<file path="src/rtl/sha_msg_pad.sv">
// sha_msg_pad: packs a short big-endian word stream into one padded SHA-256 block.
// Messages longer than 55 bytes are drained and flagged on err instead of issued.
module sha_msg_pad (
    input  logic         clk,
    input  logic         clr,
    input  logic         in_valid,
    input  logic [31:0]  in_data,
    input  logic         in_last,
    input  logic [1:0]   in_bytes,
    output logic         in_ready,
    output logic [511:0] block,
    output logic         blk_start,
    input  logic         core_valid,
    output logic         busy,
    output logic         err
);
    typedef enum logic [2:0] {IDLE, LOAD, PAD, ISSUE, WAIT, DRAIN, ERR} state_t;

    state_t       state_q;
    logic [511:0] block_q, pad_d;
    logic [3:0]   cnt_q, widx;
    logic [6:0]   bytes_q, sum;
    logic [2:0]   add;
    logic         err_q, drain_q, acc;

    assign in_ready  = (state_q == IDLE) || (state_q == LOAD) || (state_q == ERR && drain_q);
    assign acc       = in_valid && in_ready;
    assign add       = in_last ? ((in_bytes == 2'd0) ? 3'd4 : {1'b0, in_bytes}) : 3'd4;
    assign sum       = bytes_q + {4'd0, add};
    assign widx      = 4'd15 - cnt_q;
    assign block     = block_q;
    assign blk_start = state_q == ISSUE;
    assign busy      = state_q != IDLE;
    assign err       = err_q;

    // Bytes past the message end are forced to zero, so junk in a partial final word never leaks.
    always_comb begin
        pad_d = block_q;
        for (int k = 0; k < 56; k++)
            if (7'(k) >= bytes_q) pad_d[511-8*k -: 8] = (7'(k) == bytes_q) ? 8'h80 : 8'h00;
        pad_d[63:0] = {54'd0, bytes_q, 3'd0};
    end

    always_ff @(posedge clk or negedge clr) begin
        if (!clr) begin
            state_q <= IDLE;
            block_q <= '0;
            cnt_q   <= '0;
            bytes_q <= '0;
            err_q   <= 1'b0;
            drain_q <= 1'b0;
        end else begin
            case (state_q)
                IDLE: if (acc) begin
                    block_q <= {in_data, 480'd0};
                    err_q   <= 1'b0;
                    cnt_q   <= 4'd1;
                    bytes_q <= {4'd0, add};
                    state_q <= in_last ? PAD : LOAD;
                end
                LOAD: if (acc) begin
                    if (sum > 7'd55) begin
                        err_q   <= 1'b1;
                        drain_q <= !in_last;
                        state_q <= ERR;
                    end else begin
                        block_q[{widx, 5'd0} +: 32] <= in_data;
                        cnt_q   <= cnt_q + 4'd1;
                        bytes_q <= sum;
                        if (in_last) state_q <= PAD;
                    end
                end
                PAD: begin
                    block_q <= pad_d;
                    state_q <= ISSUE;
                end
                ISSUE: state_q <= WAIT;
                WAIT:  if (core_valid) state_q <= DRAIN;
                DRAIN: if (!core_valid) state_q <= IDLE;
                ERR: if (!drain_q || (acc && in_last)) begin
                    drain_q <= 1'b0;
                    state_q <= IDLE;
                end
                default: state_q <= IDLE;
            endcase
        end
    end
endmodule
</file>
<file path="config.mk">
export PLATFORM = sky130hd
export DESIGN_NAME = sha_msg_pad
export DESIGN_NICKNAME = d
export VERILOG_FILES = /design/src/rtl/sha_msg_pad.sv
export SDC_FILE = /design/constraint.sdc
export NUM_CORES = 1
export LEC_CHECK = 0
export CORE_ASPECT_RATIO = 0.6
export CORE_UTILIZATION = 37
export DETAILED_ROUTE_END_ITERATION = 8
export PLACE_DENSITY = 0.64
export SLEW_MARGIN = 0
export SYNTH_ARGS = -nofsm -noshare
export SYNTH_HDL_FRONTEND = slang
export SYNTH_SLANG_ARGS = --single-unit
</file>
<file path="constraint.sdc">
create_clock -name clk -period 3 [get_ports clk]
set_input_delay 0.45 -clock clk [delete_from_list [all_inputs] [get_ports clk]]
set_output_delay 0.45 -clock clk [all_outputs]
set_load 0.05 [all_outputs]
</file>
==> run_results.csv, run 1 <==
group,metric,value,unit
outcome,status,"finished with violations",
outcome,violations,"negative setup slack",
global_routing,grt-ovfl-total,0,
critical_path,cp.required,3.51,ns
pwr,p_per_area,947,nW/µm²
yosys,yosys_warnings,0,
yosys,synth_area_per_cell,11.7,µm²
yosys,synth_edf_count,0,
clock_tree,clk_transition_reported_paths,0.07,ns
critical_path,crit_type,"register to register",
global_routing,grt_pass1_wl,148000,µm
critical_path,cp.depth,12,
final_layout,drive_gt1_share,18.6,%
routing,drt_iter0_markers,2436,
routing,dr.pass1.iters,6,
routing,drc,0,
pwr,vdd_ir_drop_max,666,µV
yosys,ys_ff_latch,528,
routing,vias,21600,
floorplan,core,61100,µm²
placement,placed_area,31300,µm²
global_routing,grt_max_degree,89,
timing,finalCritPeriodShare,101,%
placement,place_inst,3451,
final_layout,final_util,55.7,%
timing,period_needed,3.04,ns
floorplan,die_w,324,µm
critical_path,crit_slowest_cell,"o211ai_4",
timing,hold_viol_final,0,
timing,finalWorstSetupSlack,-0.0393,ns
floorplan,die_h,195,µm
critical_path,r2r_cells,12,
clock_tree,cts-root-buf,"clkbuf_16",
min_path,hp-class,"input pin to async pin",
global_routing,grt.total_usage,31.9,%
yosys,synthCells,1966,
routing,wl_per_cell,29.3,µm
routing,avgViaCountPerCell,6.07,
critical_path,r2r_slack,-0.04,ns
yosys,syn-cell-area,23000,µm²
final_layout,finalNetCount,2739,
floorplan,die-area,63200,µm²
clock_tree,insertion_delay,0.61,ns
critical_path,r2r_start,"bytes_q[0]",
critical_path,crit_fanout,9,
yosys,async_flop_share,100,%
critical_path,start_kind,"register",
critical_path,crit_chain,"ha_4 > inv_2 > fa_2 > and2b_4 > o211ai_4 > xor2_4 > o211ai_4 > buf_12 > buf_6 > clkbuf_16 > o31ai_1 > a2bb2oi_1",
timing,clock_skew,0.0349,ns
global_routing,antenna_found_initial,1,
pwr,p_leak,14.4,nW
clock_tree,tritoncts,"yes",
critical_path,critPathMaxStageDelay,0.48,ns
critical_path,critPathTopFamily,"compound AO/OA/AOI/OAI gates",
yosys,synth-main-ff-cell,"dfrtp_1",
timing,final_max_slew_viol_count,0,
timing,slew_headroom,32.5,%
critical_path,critPathCaptureType,"register",
yosys,synth_cell_type_count,84,
timing,fmax,329,MHz
critical_path,crit_buf_inv,4,
yosys,seq_area_frac_synth,57.5,%
floorplan,rows,70,
routing,wl,104000,µm
timing,tns,-0.0393,ns
clock_tree,cts_buffers,51,
placement,hpwl,76800,µm
yosys,synth_nets,2013,
timing,worstMarginPinSlew,1.01,ns
placement,io_buffers,554,
final_layout,final_area,34000,µm²
timing,setup_viol,1,
floorplan,ioPinCount,555,
placement,gp_congestion,1.01,
timing,rsz0062_at_grt,"yes",
clock_tree,h-tree-depth,2,
critical_path,crit_top_cell,"o211ai_4",
floorplan,initial_core_util,37.6,%
final_layout,area_growth,48.0,%
global_routing,grt_pass1_vias,21000,
final_layout,final-instance-count-excl-fill,3559,
critical_path,worst_ep_arrival_time,3.54,ns
flow_run,drv_cap,0,
clock_tree,clock_sinks,528,
routing,ant_nets,0,
clock_tree,cts_max_path_buffers,3,
final_layout,num_antenna_cells,0,
critical_path,rr_endpoint,"block[229]",
-- Yosys cell counts (4+ instances only) --
library cell	n	share of area, %
a21boi_0	4	0.13
a21o_1	10	0.33
a21oi_1	50	1.1
a221o_1	4	0.17
a22o_1	98	3.7
a22oi_1	11	0.36
a2bb2oi_1	133	5.1
a31oi_1	7	0.19
a32o_1	41	1.8
and2_1	31	0.84
and3_1	12	0.33
buf_1	5	0.082
buf_2	38	0.83
buf_4	5	0.16
clkbuf_1	90	1.5
dfrtp_1	528	57
ha_1	7	0.38
inv_1	26	0.42
mux2i_1	8	0.35
nand2_1	203	3.3
nand2b_1	12	0.33
nand3_1	39	0.85
nor2_1	53	0.87
nor2b_1	13	0.35
nor3_1	16	0.35
nor3_2	16	0.70
nor3_4	9	0.64
nor3b_2	5	0.27
o21a_1	4	0.13
o21ai_0	69	1.5
o21ai_1	11	0.24
o22a_1	22	0.84
o22ai_1	20	0.54
o2bb2a_1	9	0.39
o2bb2ai_1	193	7.3
o31ai_1	57	1.9
o32a_1	4	0.17
o32ai_1	4	0.15
or3_1	21	0.57
or3b_1	6	0.23
-- placed cells by master, fill, tap and decap left out, drive strengths merged, types with 7 or more instances in the layout --
| master | instances |
|---|---|
| clkbuf | 72 |
| inv | 30 |
| a22o | 98 |
| a21oi | 52 |
| o31ai | 57 |
| dfrtp | 528 |
| nor3b | 9 |
| or3 | 21 |
| nand2b | 12 |
| o2bb2a | 9 |
| a2bb2oi | 133 |
| nand3 | 41 |
| o2bb2ai | 193 |
| clkdlybuf4s50 | 548 |
| buf | 259 |
| or3b | 7 |
| a21o | 10 |
| nor3 | 41 |
| and3 | 12 |
| o22ai | 20 |
| nor2b | 13 |
| ha | 7 |
| o21ai | 81 |
| a32o | 41 |
| nand2 | 203 |
| clkinv | 10 |
| a22oi | 11 |
| and2 | 32 |
| nor2 | 53 |
| o22a | 22 |
| mux2i | 8 |
| a31oi | 8 |
-- per-stage QoR --
| step | total power, mW | worst slack, ns | hold slack, ns |
|---|---|---|---|
| after detailed placement | 23.9 | -1.08 | 0.473 |
| after CTS | 31.3 | 0.000186 | 0.437 |
| after global placement | 23.7 | -1.05 | 0.472 |
| after floorplan | 17.1 | 0.0293 | 0.154 |
| after global routing | 33.2 | -0.0454 | 0.478 |
| final | 32.2 | -0.0393 | 0.434 |
-- cell type report --
cell class,instances,area [µm²]
fillers,5147,27100
flip-flops and latches,528,13200
multi-input cells,1270,9740
repair buffers,815,8170
clock buffers,67,1470
well taps,828,1040
clock inverters,25,314
inverters,26,97.6
-- metal layers --
| layer | track usage [%] | routed length, µm | up-vias |
|---|---|---|---|
| met5 | 0 | 95 | - |
| met4 | 8.70 | 2960 | 4 |
| met3 | 9.80 | 12100 | 178 |
| met2 | 45.2 | 43700 | 1389 |
| met1 | 46.9 | 45400 | 11000 |
| li1 | - | - | 9030 |
-- where the power goes --
part           switching (mW)  internal, mW  leakage (nW)  total (mW)
clock network            2.99          3.98         0.869        6.97
registers               0.786          8.06          7.28        8.85
logic                    10.9          5.52          6.23        16.4
total                    14.7          17.6          14.4        32.2
-- worst max path at each step --
| stage | from | end | slack [ns] |
|---|---|---|---|
| 2_1_floorplan | in_bytes[0] | block[462] | 0.03 |
| 3_3_place_gp | in_last | block[400] | -1.05 |
| 3_5_place_dp | in_last | block[458] | -1.08 |
| 4_1_cts | in_bytes[0] | block[446] | 0.0002 |
| 5_1_grt | bytes_q[0] | block[67] | -0.05 |
| 6_report | bytes_q[0] | block[229] | -0.04 |
-- repair_timing --
action / 4_1_cts / 5_1_grt
buffers inserted: 8 / 6
cloned: 2 / 5
resized for setup: 52 / 92
setup endpoints to repair: 521 / 446
pin swaps: 8 / 38
endpoints found under the hold margin: 49 / 0
hold buffers: 1 / 0
-- state kept, by name, indices dropped and copies added, names as in the netlist --
name     count
drain_q      1
bytes_q      7
err          1
state_q      3
block      512
cnt_q        4
-- cells by family after synthesis --
logic type                 count (synthesis)  share of synthesized area, %
DFF                                      528                          57.5
buffers and inverters                    168                          3.13
xor gates and xnor gates                   5                         0.305
muxes                                     11                         0.495
adders and majority gates                  8                         0.468
AOI/OAI and AO/OA                        779                          27.3
and+or+nand+nor                          467                          10.9
Power figures use the tool's default switching activity.
==> inputs of run 2 (changes only) <==
--- a/config.mk
+++ b/config.mk
@@ -8,7 +8,7 @@
 export CORE_ASPECT_RATIO = 0.6
 export CORE_UTILIZATION = 37
 export DETAILED_ROUTE_END_ITERATION = 8
-export PLACE_DENSITY = 0.64
+export PLACE_DENSITY_LB_ADDON = 0.08
 export SLEW_MARGIN = 0
 export SYNTH_ARGS = -nofsm -noshare
 export SYNTH_HDL_FRONTEND = slang
==> run 2 against run 1 <==
  * The flow still finishes with violations (negative setup slack)
  * Clock-buffer cell count rose by 1
  * Critical path type is now input pin to register
  * Global-route usage rose by 0.95 points
  * First-iteration DRC count fell by 17%
  * Critical endpoint is now block[279]
  * Sequential power barely moved
==> run_results.csv, run 2 (same netlist as run 1, synthesis figures left out) <==
group,metric,value,unit
outcome,status,"finished with violations",
outcome,violations,"negative setup slack",
critical_path,cp.required,3.50,ns
min_path,hp-class,"input pin to register",
pwr,p_comb_share,52.7,%
final_layout,final_cell_mix,"clkdlybuf4s50_1 (548), dfrtp_1 (528), buf_4 (210)",
floorplan,die-area,63200,µm²
clock_tree,insertion_delay,0.64,ns
routing,dr.pass1.iters,5,
timing,slew_headroom,36.4,%
critical_path,start_kind,"input pin",
pwr,p_clk_share,20.3,%
clock_tree,cts_max_path_buffers,3,
placement,hpwl,79500,µm
clock_tree,tritoncts,"yes",
placement,gp_congestion,0.997,
pwr,p_leak,14.8,nW
routing,avgViaCountPerCell,6.03,
routing,drt_iter0_markers,2011,
final_layout,largest_register_ffs,512,
timing,final_max_slew_viol_count,0,
timing,setup_viol,46,
pwr,p_int,17.6,mW
critical_path,r2r_slack,-0.05,ns
floorplan,ioPinCount,555,
critical_path,critPathTopFamily,"buffers and inverters",
timing,worstMarginPinSlew,0.951,ns
critical_path,crit_buf_inv,6,
final_layout,drive_gt1_share,22.7,%
clock_tree,cts_buffers,50,
clock_tree,h-tree-depth,2,
pwr,vdd_ir_drop_max,703,µV
global_routing,grt.total_usage,32.9,%
critical_path,critPathCaptureType,"register",
floorplan,initial_core_util,37.6,%
critical_path,worst_ep_arrival_time,3.57,ns
global_routing,grt_max_degree,102,
critical_path,crit_top_cell,"buf_6",
routing,drc,0,
timing,hold_viol_final,0,
global_routing,grt_pass1_vias,21200,
flow_run,drv_cap,0,
critical_path,crit_type,"input pin to register",
pwr,seqPwrFrac,27.0,%
timing,clock_skew,0.0345,ns
timing,rsz0062_at_grt,"yes",
timing,finalWorstSetupSlack,-0.0726,ns
floorplan,core,61100,µm²
routing,vias,21700,
floorplan,die_h,195,µm
floorplan,rows,70,
timing,fin_hold_ws,0.408,ns
timing,finalCritPeriodShare,102,%
final_layout,finalNetCount,2781,
placement,place_ws,-1.09,ns
final_layout,final-instance-count-excl-fill,3602,
clock_tree,clk_transition_reported_paths,0.07,ns
pwr,switchingPower,15.2,mW
final_layout,layout.cells.most_common,"clkdlybuf4s50_1",
critical_path,critPathMaxStageDelay,0.53,ns
placement,io_buffers,554,
routing,ant_nets,0,
timing,fmax,325,MHz
timing,tns,-0.855,ns
critical_path,crit_fanout,8,
floorplan,die_w,324,µm
routing,wl,108000,µm
placement,placed_area,31500,µm²
placement,place_inst,3478,
pwr,switching_share,46.3,%
critical_path,crit_slowest_cell,"clkdlybuf4s50_1",
global_routing,grt_pass1_wl,152000,µm
timing,period_needed,3.07,ns
final_layout,area_growth,53.2,%
clock_tree,cts-root-buf,"clkbuf_16",
global_routing,grt-ovfl-total,0,
clock_tree,clock_sinks,528,
routing,wl_per_cell,30.0,µm
pwr,p_per_area,931,nW/µm²
critical_path,crit_chain,"clkdlybuf4s50_1 > nand2_2 > inv_2 > nor2_4 > ha_1 > and2b_4 > buf_6 > o211a_4 > o221ai_4 > buf_6 > o211ai_4 > clkbuf_16 > buf_6 > or3b_4 > a22o_1",
global_routing,antenna_found_initial,6,
final_layout,final_area,35200,µm²
[run 2: changes by cell type in the layout (fill, tap and decap cells not counted), sizes merged, moves of 2 or more]
cell	change
clkbuf	+5
buf	+36
clkinv	+4
bufinv	-2
dlygate4sd2	+2
clkinvlp	-2
inv	-2
[run 2: path summary, 6_finish.rpt]
| path | start | to | cells after the start |
|---|---|---|---|
| min in group asynchronous | clr | block[378] | 2 |
| worst min-delay path | in_last | drain_q | 3 |
| max in group asynchronous | clr | block[496] | 4 |
| worst min register to register | block[33] | block[33] | 1 |
| worst max-delay path | in_bytes[1] | block[279] | 15 |
| worst max register to register | bytes_q[0] | block[279] | 13 |
[run 2: repair_timing]
item / 4_1_cts / 5_1_grt
cloned: 2 / 10
buffers inserted: 8 / 15
setup endpoints to repair: 505 / 466
hold buffers: 1 / 0
gates resized for setup: 68 / 238
pin swaps: 22 / 59
hold endpoints to repair: 64 / 0
[run 2: tightest hold or removal path, cell delays in order]
cell and delay, ns:
dlygate4sd2_1 0.29, buf_4 0.17, o2bb2ai_1 0.07
[run 2: per-layer routing]
layer  share of wire, %  vias up  track usage (%)
met5              0.012        -                0
met1                 44    11300             49.0
met4                2.6        2             8.81
met3                9.4      178             7.49
met2                 43     1133             47.7
li1                   -     9123                -
[run 2: power by group through the flow]
stage | sequential (mW) | combinational, mW | clock, mW
global placement | 8.93 | 15.1 | 0
detailed placement | 8.92 | 15.2 | 0
floorplan | 11.7 | 5.40 | 0
global route | 8.95 | 17.9 | 7.05
finish | 8.86 | 17.3 | 6.67
CTS | 8.82 | 15.7 | 6.75
[run 2: area by class of cell]
cell class                      instances  area, µm²
Timing Repair Buffer                  858       8670
Sequential cell                       528      13200
Clock inverter                         23        245
Antenna cell                            1       2.50
Fill cell                            5178      25900
Tap cell                              828       1040
Inverter                               26       97.6
Multi-Input combinational cell       1270      10500
Clock buffer                           68       1440
[run 2: metrics by stage]
step                      utilization, %  power [mW]
after floorplan                        -        17.1
after global placement              51.5        24.1
after detailed placement            51.5        24.2
after CTS                           54.9        31.3
after global routing                57.6        33.9
final                               57.6        32.8
==> inputs of run 3 (changes only) <==
--- a/config.mk
+++ b/config.mk
@@ -9,7 +9,6 @@
 export CORE_UTILIZATION = 37
 export DETAILED_ROUTE_END_ITERATION = 8
 export PLACE_DENSITY_LB_ADDON = 0.08
-export SLEW_MARGIN = 0
 export SYNTH_ARGS = -nofsm -noshare
 export SYNTH_HDL_FRONTEND = slang
 export SYNTH_SLANG_ARGS = --single-unit
==> results of run 3 <==
No change in the layout: final DEF, timing and power equal those of run 2.
